**config.mk**
```make
export PLATFORM = sky130hd
export DESIGN_NAME = prefetch_queue
export DESIGN_NICKNAME = d
export VERILOG_FILES = /design/src/rtl/prefetch_queue_pkg.sv /design/src/rtl/prefetch_queue_byte_fifo.sv /design/src/rtl/prefetch_queue.sv
export SDC_FILE = /design/constraint.sdc
export NUM_CORES = 1
export LEC_CHECK = 0
export BUFFER_PORTS_ARGS = -buffer_cell sky130_fd_sc_hd__clkbuf_2
export CAP_MARGIN = 20
export CORE_MARGIN = 1
export CORE_UTILIZATION = 40
export CTS_CLUSTER_SIZE = 40
export DETAILED_ROUTE_END_ITERATION = 16
export GPL_ROUTABILITY_DRIVEN = 0
export SLEW_MARGIN = 0
export SYNTH_ARGS = -nofsm -noshare
export SYNTH_HDL_FRONTEND = slang
export SYNTH_HIERARCHICAL = 1
export SYNTH_SLANG_ARGS = --single-unit
```
**constraint.sdc**
```tcl
create_clock -name clk -period 7.75 [get_ports clk]
set_clock_uncertainty 0.05 [all_clocks]
set_input_delay 0.775 -clock clk [delete_from_list [all_inputs] [get_ports clk]]
set_output_delay 0.775 -clock clk [all_outputs]
set_load 0.02 [all_outputs]
```
**src/rtl/prefetch_queue_pkg.sv**
```systemverilog
// Shared types for the instruction prefetch queue: controller state
// encoding, physical address width and the segment:offset address helper.
package prefetch_queue_pkg;

    // Width of a real-mode physical byte address.
    localparam int PHYS_ADDR_W = 20;

    // Controller states. DISCARD waits out a bus cycle whose data is stale.
    typedef enum logic [1:0] {
        IDLE    = 2'd0,
        FETCH   = 2'd1,
        DISCARD = 2'd2
    } pq_state_t;

    // Segment base (cs * 16) plus offset, wrapping at 1 MiB.
    function automatic logic [PHYS_ADDR_W-1:0] phys_addr(input logic [15:0] seg,
                                                         input logic [15:0] off);
        return {seg, 4'h0} + {4'h0, off};
    endfunction

endpackage

```
**src/rtl/prefetch_queue_byte_fifo.sv**
```systemverilog
// byte_fifo: circular byte buffer with a 1-or-2-byte write port (low byte
// written first), a registered 1-byte read port and a flush input.
// Handshake: a write is taken when wr_en=1 and enough space is free; a read
// is taken when rd_en=1 and the buffer is not empty; rd_data updates at the
// edge that takes the read and holds otherwise. flush overrides both.
module byte_fifo #(
    parameter int DEPTH = 6
) (
    input  logic                         clk,
    input  logic                         reset,
    input  logic                         flush,
    input  logic                         wr_en,
    input  logic                         wr_two,
    input  logic [15:0]                  wr_data,
    input  logic                         rd_en,
    output logic [7:0]                   rd_data,
    output logic                         empty,
    output logic [$clog2(DEPTH+1)-1:0]   count
);

    localparam int CNT_W = $clog2(DEPTH + 1);
    localparam int PTR_W = (DEPTH > 1) ? $clog2(DEPTH) : 1;

    logic [7:0]       mem [DEPTH];
    logic [PTR_W-1:0] wr_ptr;
    logic [PTR_W-1:0] rd_ptr;
    logic [CNT_W-1:0] space;
    logic [CNT_W-1:0] wr_n;
    logic             push_ok;
    logic             pop_ok;

    // Pointer advance with wrap at DEPTH (DEPTH need not be a power of two).
    function automatic logic [PTR_W-1:0] wrap_inc(input logic [PTR_W-1:0] p);
        return (p == PTR_W'(DEPTH - 1)) ? '0 : p + PTR_W'(1);
    endfunction

    // Accept decisions are based on the registered count only.
    always_comb begin
        space   = CNT_W'(DEPTH) - count;
        wr_n    = wr_two ? CNT_W'(2) : CNT_W'(1);
        push_ok = wr_en && (space >= wr_n);
        pop_ok  = rd_en && (count != '0);
        empty   = (count == '0);
    end

    // Storage, pointers, occupancy and registered read byte.
    always_ff @(posedge clk) begin
        if (reset) begin
            wr_ptr  <= '0;
            rd_ptr  <= '0;
            count   <= '0;
            rd_data <= 8'h00;
        end else if (flush) begin
            wr_ptr <= '0;
            rd_ptr <= '0;
            count  <= '0;
        end else begin
            if (push_ok) begin
                mem[wr_ptr] <= wr_data[7:0];
                if (wr_two) begin
                    mem[wrap_inc(wr_ptr)] <= wr_data[15:8];
                    wr_ptr <= wrap_inc(wrap_inc(wr_ptr));
                end else begin
                    wr_ptr <= wrap_inc(wr_ptr);
                end
            end
            if (pop_ok) begin
                rd_data <= mem[rd_ptr];
                rd_ptr  <= wrap_inc(rd_ptr);
            end
            count <= count + (push_ok ? wr_n : '0) - CNT_W'(pop_ok);
        end
    end

endmodule

```
**src/rtl/prefetch_queue.sv**
```systemverilog
// prefetch_queue: instruction prefetcher. Fetches code bytes from cs:fetch_ip
// over a simple request/ack bus into a byte queue, restarting on branches.
// Bus handshake: mem_access rises with a stable mem_address/mem_bytesel and
// stays high until the single-cycle mem_ack; mem_data is valid with mem_ack.
// Build option: define PREFETCH_WORD_FETCH_EN for 16-bit word fetches;
// otherwise every fetch is a single byte.
module prefetch_queue
    import prefetch_queue_pkg::*;
#(
    parameter int QUEUE_DEPTH = 6
) (
    input  logic        clk,
    input  logic        reset,
    input  logic [15:0] cs,
    input  logic [15:0] new_ip,
    input  logic        load_new_ip,
    output logic        mem_access,
    input  logic        mem_ack,
    output logic [18:0] mem_address,
    output logic [1:0]  mem_bytesel,
    input  logic [15:0] mem_data,
    input  logic        fifo_rd_en,
    output logic [7:0]  fifo_rd_data,
    output logic        fifo_empty,
    output pq_state_t   state_dbg
);

    localparam int CNT_W = $clog2(QUEUE_DEPTH + 1);
`ifdef PREFETCH_WORD_FETCH_EN
    localparam int FETCH_NEED = 2;
`else
    localparam int FETCH_NEED = 1;
`endif

    pq_state_t              state_q;
    pq_state_t              state_d;
    logic [15:0]            fetch_ip_q;
    logic [15:0]            fetch_ip_d;
    logic                   launch;
    logic                   push_en;
    logic                   push_two;
    logic [15:0]            push_data;
    logic [1:0]             launch_bytesel;
    logic [PHYS_ADDR_W-1:0] launch_addr;
    logic [CNT_W-1:0]       count;
    logic [CNT_W-1:0]       free_slots;
    logic                   fetch_odd;

    // fetch_ip cannot change while a request is live without the data being
    // dropped, so its bit 0 still describes the outstanding request at ack.
    assign fetch_odd   = fetch_ip_q[0];
    assign launch_addr = phys_addr(cs, fetch_ip_q);
    assign free_slots  = CNT_W'(QUEUE_DEPTH) - count;
    assign state_dbg   = state_q;

`ifdef PREFETCH_WORD_FETCH_EN
    assign launch_bytesel = fetch_odd ? 2'b10 : 2'b11;
    assign push_two       = !fetch_odd;
`else
    assign launch_bytesel = fetch_odd ? 2'b10 : 2'b01;
    assign push_two       = 1'b0;
`endif

    // Odd address: the wanted byte arrives on the high lane; move it low.
    assign push_data = fetch_odd ? {8'h00, mem_data[15:8]} : mem_data;

    // Next state, launch and push decisions; load_new_ip overrides a push.
    always_comb begin
        state_d = state_q;
        launch  = 1'b0;
        push_en = 1'b0;
        case (state_q)
            IDLE: begin
                if (!load_new_ip && (free_slots >= CNT_W'(FETCH_NEED))) begin
                    state_d = FETCH;
                    launch  = 1'b1;
                end
            end
            FETCH: begin
                if (mem_ack) begin
                    state_d = IDLE;
                    push_en = !load_new_ip;
                end else if (load_new_ip) begin
                    state_d = DISCARD;
                end
            end
            DISCARD: begin
                if (mem_ack) begin
                    state_d = IDLE;
                end
            end
            default: state_d = IDLE;
        endcase
    end

    // Fetch pointer: branch target wins, otherwise advance by bytes pushed.
    always_comb begin
        fetch_ip_d = fetch_ip_q;
        if (load_new_ip) begin
            fetch_ip_d = new_ip;
        end else if (push_en) begin
            fetch_ip_d = fetch_ip_q + (push_two ? 16'd2 : 16'd1);
        end
    end

    // State, fetch pointer and registered bus request.
    always_ff @(posedge clk) begin
        if (reset) begin
            state_q     <= IDLE;
            fetch_ip_q  <= 16'h0000;
            mem_access  <= 1'b0;
            mem_address <= '0;
            mem_bytesel <= 2'b00;
        end else begin
            state_q    <= state_d;
            fetch_ip_q <= fetch_ip_d;
            if (launch) begin
                mem_access  <= 1'b1;
                mem_address <= launch_addr[PHYS_ADDR_W-1:1];
                mem_bytesel <= launch_bytesel;
            end else if (mem_ack && (state_q != IDLE)) begin
                mem_access <= 1'b0;
            end
        end
    end

    byte_fifo #(
        .DEPTH (QUEUE_DEPTH)
    ) u_fifo (
        .clk     (clk),
        .reset   (reset),
        .flush   (load_new_ip),
        .wr_en   (push_en),
        .wr_two  (push_two),
        .wr_data (push_data),
        .rd_en   (fifo_rd_en),
        .rd_data (fifo_rd_data),
        .empty   (fifo_empty),
        .count   (count)
    );

endmodule

```
* After elaboration in Yosys (flattened, before gate mapping) *
Memory sizes are Yosys's and may differ from the RTL's. A register that Yosys moved wholly into a read port is not among the register bits.
Cells that the tools add are included.

storage, ports and cells
  memories = 1
  register bits after elaboration = 49
  memory bits (writable) = 48

memories
  name        depth  width  read ports  clocked after memory_dff  write ports  RTL line                        text
  u_fifo.mem  6      8      1           1                         1            prefetch_queue_byte_fifo.sv:24  logic [7:0] mem [DEPTH];

operators by class
  magnitude comparators = 1
  bitwise logic cells = 1
  eq/ne operators = 7
  reductions and logical operators = 14
  add/subtract/negate cells = 7
  muxes and demuxes = 22

operator list
  cell                                                                    number
  16-bit two-way mux                                                      3
  20-bit by 16-bit adder with 20-bit output                               1
  16-bit by 1-bit adder with 16-bit output (second input constant)        1
  1-bit two-way mux                                                       11
  2-bit two-way mux                                                       5
  3-bit by 1-bit adder with 3-bit output (second input constant)          2
  3-bit equality test (second input constant)                             2
  3-bit two-way mux                                                       2
  2-bit one-hot mux with 3 select lines                                   1
  2-bit nonzero test                                                      3
  1-bit logical AND                                                       4
  2-bit != test (second input constant)                                   2
  3-bit adder                                                             1
  3-bit by 1-bit >= comparator with 1-bit output (second input constant)  1
  3-bit logical NOT                                                       1
  3-bit != test (second input constant)                                   1
  3-bit AND reduction                                                     1
  3-bit nonzero test                                                      1
  3-bit by 1-bit subtractor with 3-bit output                             1
  3-bit subtractor (first input constant)                                 1
  2-bit by 1-bit equality test with 1-bit output (second input constant)  1
  2-bit equality test (second input constant)                             1
  2-bit logical NOT                                                       1
  2-bit AND reduction                                                     1
  other kinds (3)                                                         3

* Logic depth before layout (Yosys ltp) *
  depth after elaboration = 8
  gate-level depth with buffers = 13
  mapped depth without buffers = 13

* Cells and area by module *
The synthesis kept the hierarchy.

modules (own cells, without submodules)
  module          sequential area each (sq um)  cells each  instances  area each (sq um)
  byte_fifo       1781.7                        258         1          3443.3
  prefetch_queue  800.8                         309         1          2468.6

* Worst setup path after synthesis *
Ideal clock, no wire load.

  path kind = input -> register
  from = input load_new_ip
  to = memory u_fifo.mem[5][0] (enable)
  path buffers = 2
  data required time = 7.315 ns
  setup time = 0.385 ns
  stages = 7
  arrival = 2.632 ns
  setup slack = 4.683 ns
  cells stage by stage = clkbuf_1 -> clkbuf_1 -> nor3_1 -> inv_1 -> nor2_1 -> o211ai_1 -> nor3b_1

on the way
  longest elaborated chain between the ends = 8

RTL lines
  element                                  RTL line                        text
  from (decl)                              prefetch_queue.sv:16            input logic load_new_ip,
  1-bit logical NOT                        prefetch_queue.sv:82            push_en = !load_new_ip;
  1-bit two-way mux                        prefetch_queue.sv:80            if (mem_ack) begin
  1-bit two-way mux                        prefetch_queue.sv:72            case (state_q)
  net push_en                              prefetch_queue.sv:40            logic push_en;
  1-bit logical AND                        prefetch_queue_byte_fifo.sv:41  push_ok = wr_en && (space >= wr_n);
  1-bit two-way mux                        prefetch_queue_byte_fifo.sv:58  if (push_ok) begin
  1-bit two-way mux                        prefetch_queue_byte_fifo.sv:53  end else if (flush) begin
  1-bit two-way mux                        prefetch_queue_byte_fifo.sv:48  if (reset) begin
  1-bit two-way mux (implied by the code)  prefetch_queue_byte_fifo.sv:59  mem[wr_ptr] <= wr_data[7:0];
  to (decl)                                prefetch_queue_byte_fifo.sv:24

The timed path passes the listed nets, and every way through them passes these cells.

* Final worst setup path *
  from = input reset
  to = memory u_fifo.mem[3][2] (enable)

on the way
  longest elaborated chain between the ends = 2

RTL lines
  element                                  RTL line                        text
  from (decl)                              prefetch_queue.sv:13            input logic reset,
  1-bit two-way mux                        prefetch_queue_byte_fifo.sv:48
  1-bit two-way mux (implied by the code)  prefetch_queue_byte_fifo.sv:59

No other way between the ends.

==> impl_metrics.toml <==
[min_path]
holdPathStages = 2
hold_path_class = "flip-flop to flip-flop"

[clock_network]
cts_setup_buffers = 0
cts_buffers = 9
htreeDepth = 3
clock_sinks = 105
clk_latency_ns = 0.36
hold_buffers = 0
clkTransAtPathRegs_ns = 0.08
cts_resized = 0
root_buffer = "clkbuf_16"
ctsLongestPathBuffers = 2
cts_tree = "yes"

[critical_path]
crit_family = "simple AND/OR/NAND/NOR gates"
setup.worst_path.end_class = "flip-flop"
required_ns = 7.68
worst_path_largest_cell_delay_ns = 0.62
worstPathCellList = "clkbuf_2 > or2_2 > nor2_1 > o211ai_1 > nor2_1"
critical_path_class = "primary input to flip-flop"
worstReg2RegEnd = "u_fifo/count[2]$_SDFF_PP0_"
rr_worst_depth = 13
critPathLaunch = "reset"
crit_buf_inv = 1
startpoint_type = "primary input"
cp_max_fo = 47
worstPathArrival_ns = 2.94
critical_path.endpoint = "u_fifo/mem[3][2]$_DFFE_PP_"
cp_common_cell = "nor2_1"
r2r_setup_slack_ns = 4.89
crit_slowest_cell = "nor2_1"
crit_cells = 5
r2r_start = "u_fifo/count[0]$_SDFF_PP0_"

[yosys]
synth_top_area_cell = "edfxtp_1"
netlist_top_cells_count = "nand2_1, dfxtp_1, edfxtp_1"
ys_ff_latch = 105
yosysMostFrequentCell = "nand2_1"
synth.avg_cell_area_um2 = 10.43
syn-cell-area_um2 = 5912
ys_seq_area_frac = 0.4368
synthArstFlopShare = 0
synthFlopType = "dfxtp_1"
synth.top_cell.area_share = 0.2438
synth_edf_count = 48
yosys-top-cells-area = "edfxtp_1, dfxtp_1, mux2i_1"
synth_cells = 567
ys_warn_count = 6
syn-num-nets = 644
yosysUniqueCellTypes = 58

[flow_run]
max_cap_violations = 0

[die]
start_util = 0.4083
die_y_um = 123.6
rows = 44
io_pins = 86
die-area_um2 = 15270
die_w_um = 123.6
core_um2 = 14480

[sta]
slew_headroom = 0.2721
finalSetupViolCount = 0
period_share = 0.3884
fmax_mhz = 332.2
hold_viol_final = 0
rsz0062_at_grt = "no"
worst_pin_slew_ns = 1.077
slew_viol_final = 0
period_minus_slack_ns = 3.010
fin_tns_setup_ns = 0

[detailed_routing]
wl_per_cell_um = 16.78
dr.pass1.iters = 4
vias_per_cell = 5.367
drc = 0
drt_iter0_markers = 185
routed_wl_um = 13910
vias = 4449
drtAntennaViolNets = 0

[global_routing]
grt_pass1_vias = 4299
overflow = 0
grt_usage = 0.1918
grt_max_degree = 48
grt_pass1_wl_um = 22020
antenna_found_initial = 0

[finish]
final_area_um2 = 6813
drive_gt1_frac = 0.2357
fin_nets = 717
n_fill_cell = 1343
area_growth_pct = 15.24
antenna_cells = 0
fin_util = 0.4705

[power]
powerDensity_nw_per_um2 = 195.1
ir_drop_mv = 0.1015
cellLeakagePower_nw = 2.565

[run_status]
outcome = "completed"

[place]
placed_cell_area_um2 = 6446
port_buffers = 85
dp_hpwl_um = 10290
[layout by cell type, fill, tap and decap left out, drive strengths merged, types with 3 or more instances in the layout]
cell    count
a21oi      37
nor3        7
mux2i      28
xor2       11
a22oi       8
mux2       57
nor2b      13
a21o        5
nand3b      3
o21ai      13
nor4        3
nand4b      3
clkbuf     96
ha         22
edfxtp     48
or4         3
and3        6
a32o        8
nand2      58
nand3      13
nand2b      4
o211ai      4
inv        18
nor2       47
a211oi      9
xnor2      19
a31oi       4
o22ai       3
dfxtp      57
or2         3
nand4       6
[how the worst min path moves through the flow]
stage / slack, ns / end / start
2_1_floorplan: 0.41 / mem_address[1]$_SDFFE_PP0P_ / fetch_ip_q[2]$_SDFFE_PP0P_
3_3_place_gp: 0.39 / mem_address[15]$_SDFFE_PP0P_ / mem_address[15]$_SDFFE_PP0P_
3_5_place_dp: 0.40 / mem_address[6]$_SDFFE_PP0P_ / mem_address[6]$_SDFFE_PP0P_
4_1_cts: 0.41 / mem_access$_SDFFE_PP0P_ / mem_access$_SDFFE_PP0P_
5_1_grt: 0.43 / mem_bytesel[1]$_SDFFE_PP0P_ / mem_bytesel[1]$_SDFFE_PP0P_
6_report: 0.41 / mem_access$_SDFFE_PP0P_ / mem_access$_SDFFE_PP0P_
[tightest hold or removal path: stages, from the launching register on]
cell and delay, ns:
dfxtp_1 0.32, nand2_1 0.05, a21oi_1 0.05
[area by class of cell]
class | instances | area, µm² | area share
multi-input cells | 420 | 3144 | 0.4615
flip-flops and latches | 105 | 2582 | 0.3791
repair buffers | 89 | 452.9 | 0.06648
well taps | 184 | 230.2 | 0.03379
clock buffers | 9 | 225.2 | 0.03306
clock inverters | 7 | 121.4 | 0.01781
inverters | 15 | 56.30 | 0.008264
[logic make-up after synthesis]
kind of cell,count (synthesis),synth area share
xor+xnor,30,0.04444
mux,85,0.1661
simple gates,177,0.1494
other cells,1,0.0006343
buf+inv,42,0.03238
fa+ha+maj,24,0.05333
compound gates,103,0.1168
flops,105,0.4368
[per-stage QoR]
| stage | instances | setup WS [ns] | power [mW] | hold WS (ns) |
|---|---|---|---|---|
| final | 829 | 4.740 | 1.329 | 0.4094 |
| after global routing | 829 | 4.523 | 1.384 | 0.4326 |
| after CTS | 826 | 4.361 | 1.346 | 0.4136 |
| after detailed placement | 810 | 3.979 | 0.8220 | 0.3988 |
| after global placement | 810 | 4.075 | 0.8173 | 0.3891 |
| after floorplan | 567 | 4.683 | 0.7613 | 0.4073 |
[registers in the layout, indices dropped and copies added (netlist names)]
register	cells
fetch_ip_q	16
mem_access	1
mem_address	19
mem_bytesel	2
state_dbg	2
u_fifo/count	3
u_fifo/mem	48
u_fifo/rd_data	8
u_fifo/rd_ptr	3
u_fifo/wr_ptr	3
[power by group]
group / total [mW] / switching [mW] / internal (mW)
Combinational: 0.193 / 0.109 / 0.0835
Clock: 0.520 / 0.226 / 0.294
Sequential: 0.617 / 0.0179 / 0.599
[metal layers]
layer,routed length (µm),track usage
met1,6253,0.2431
met5,0,0
met4,177,0.06476
met2,6772,0.3205
met3,711,0.04441
No activity file was read; power rests on OpenSTA's default activity.
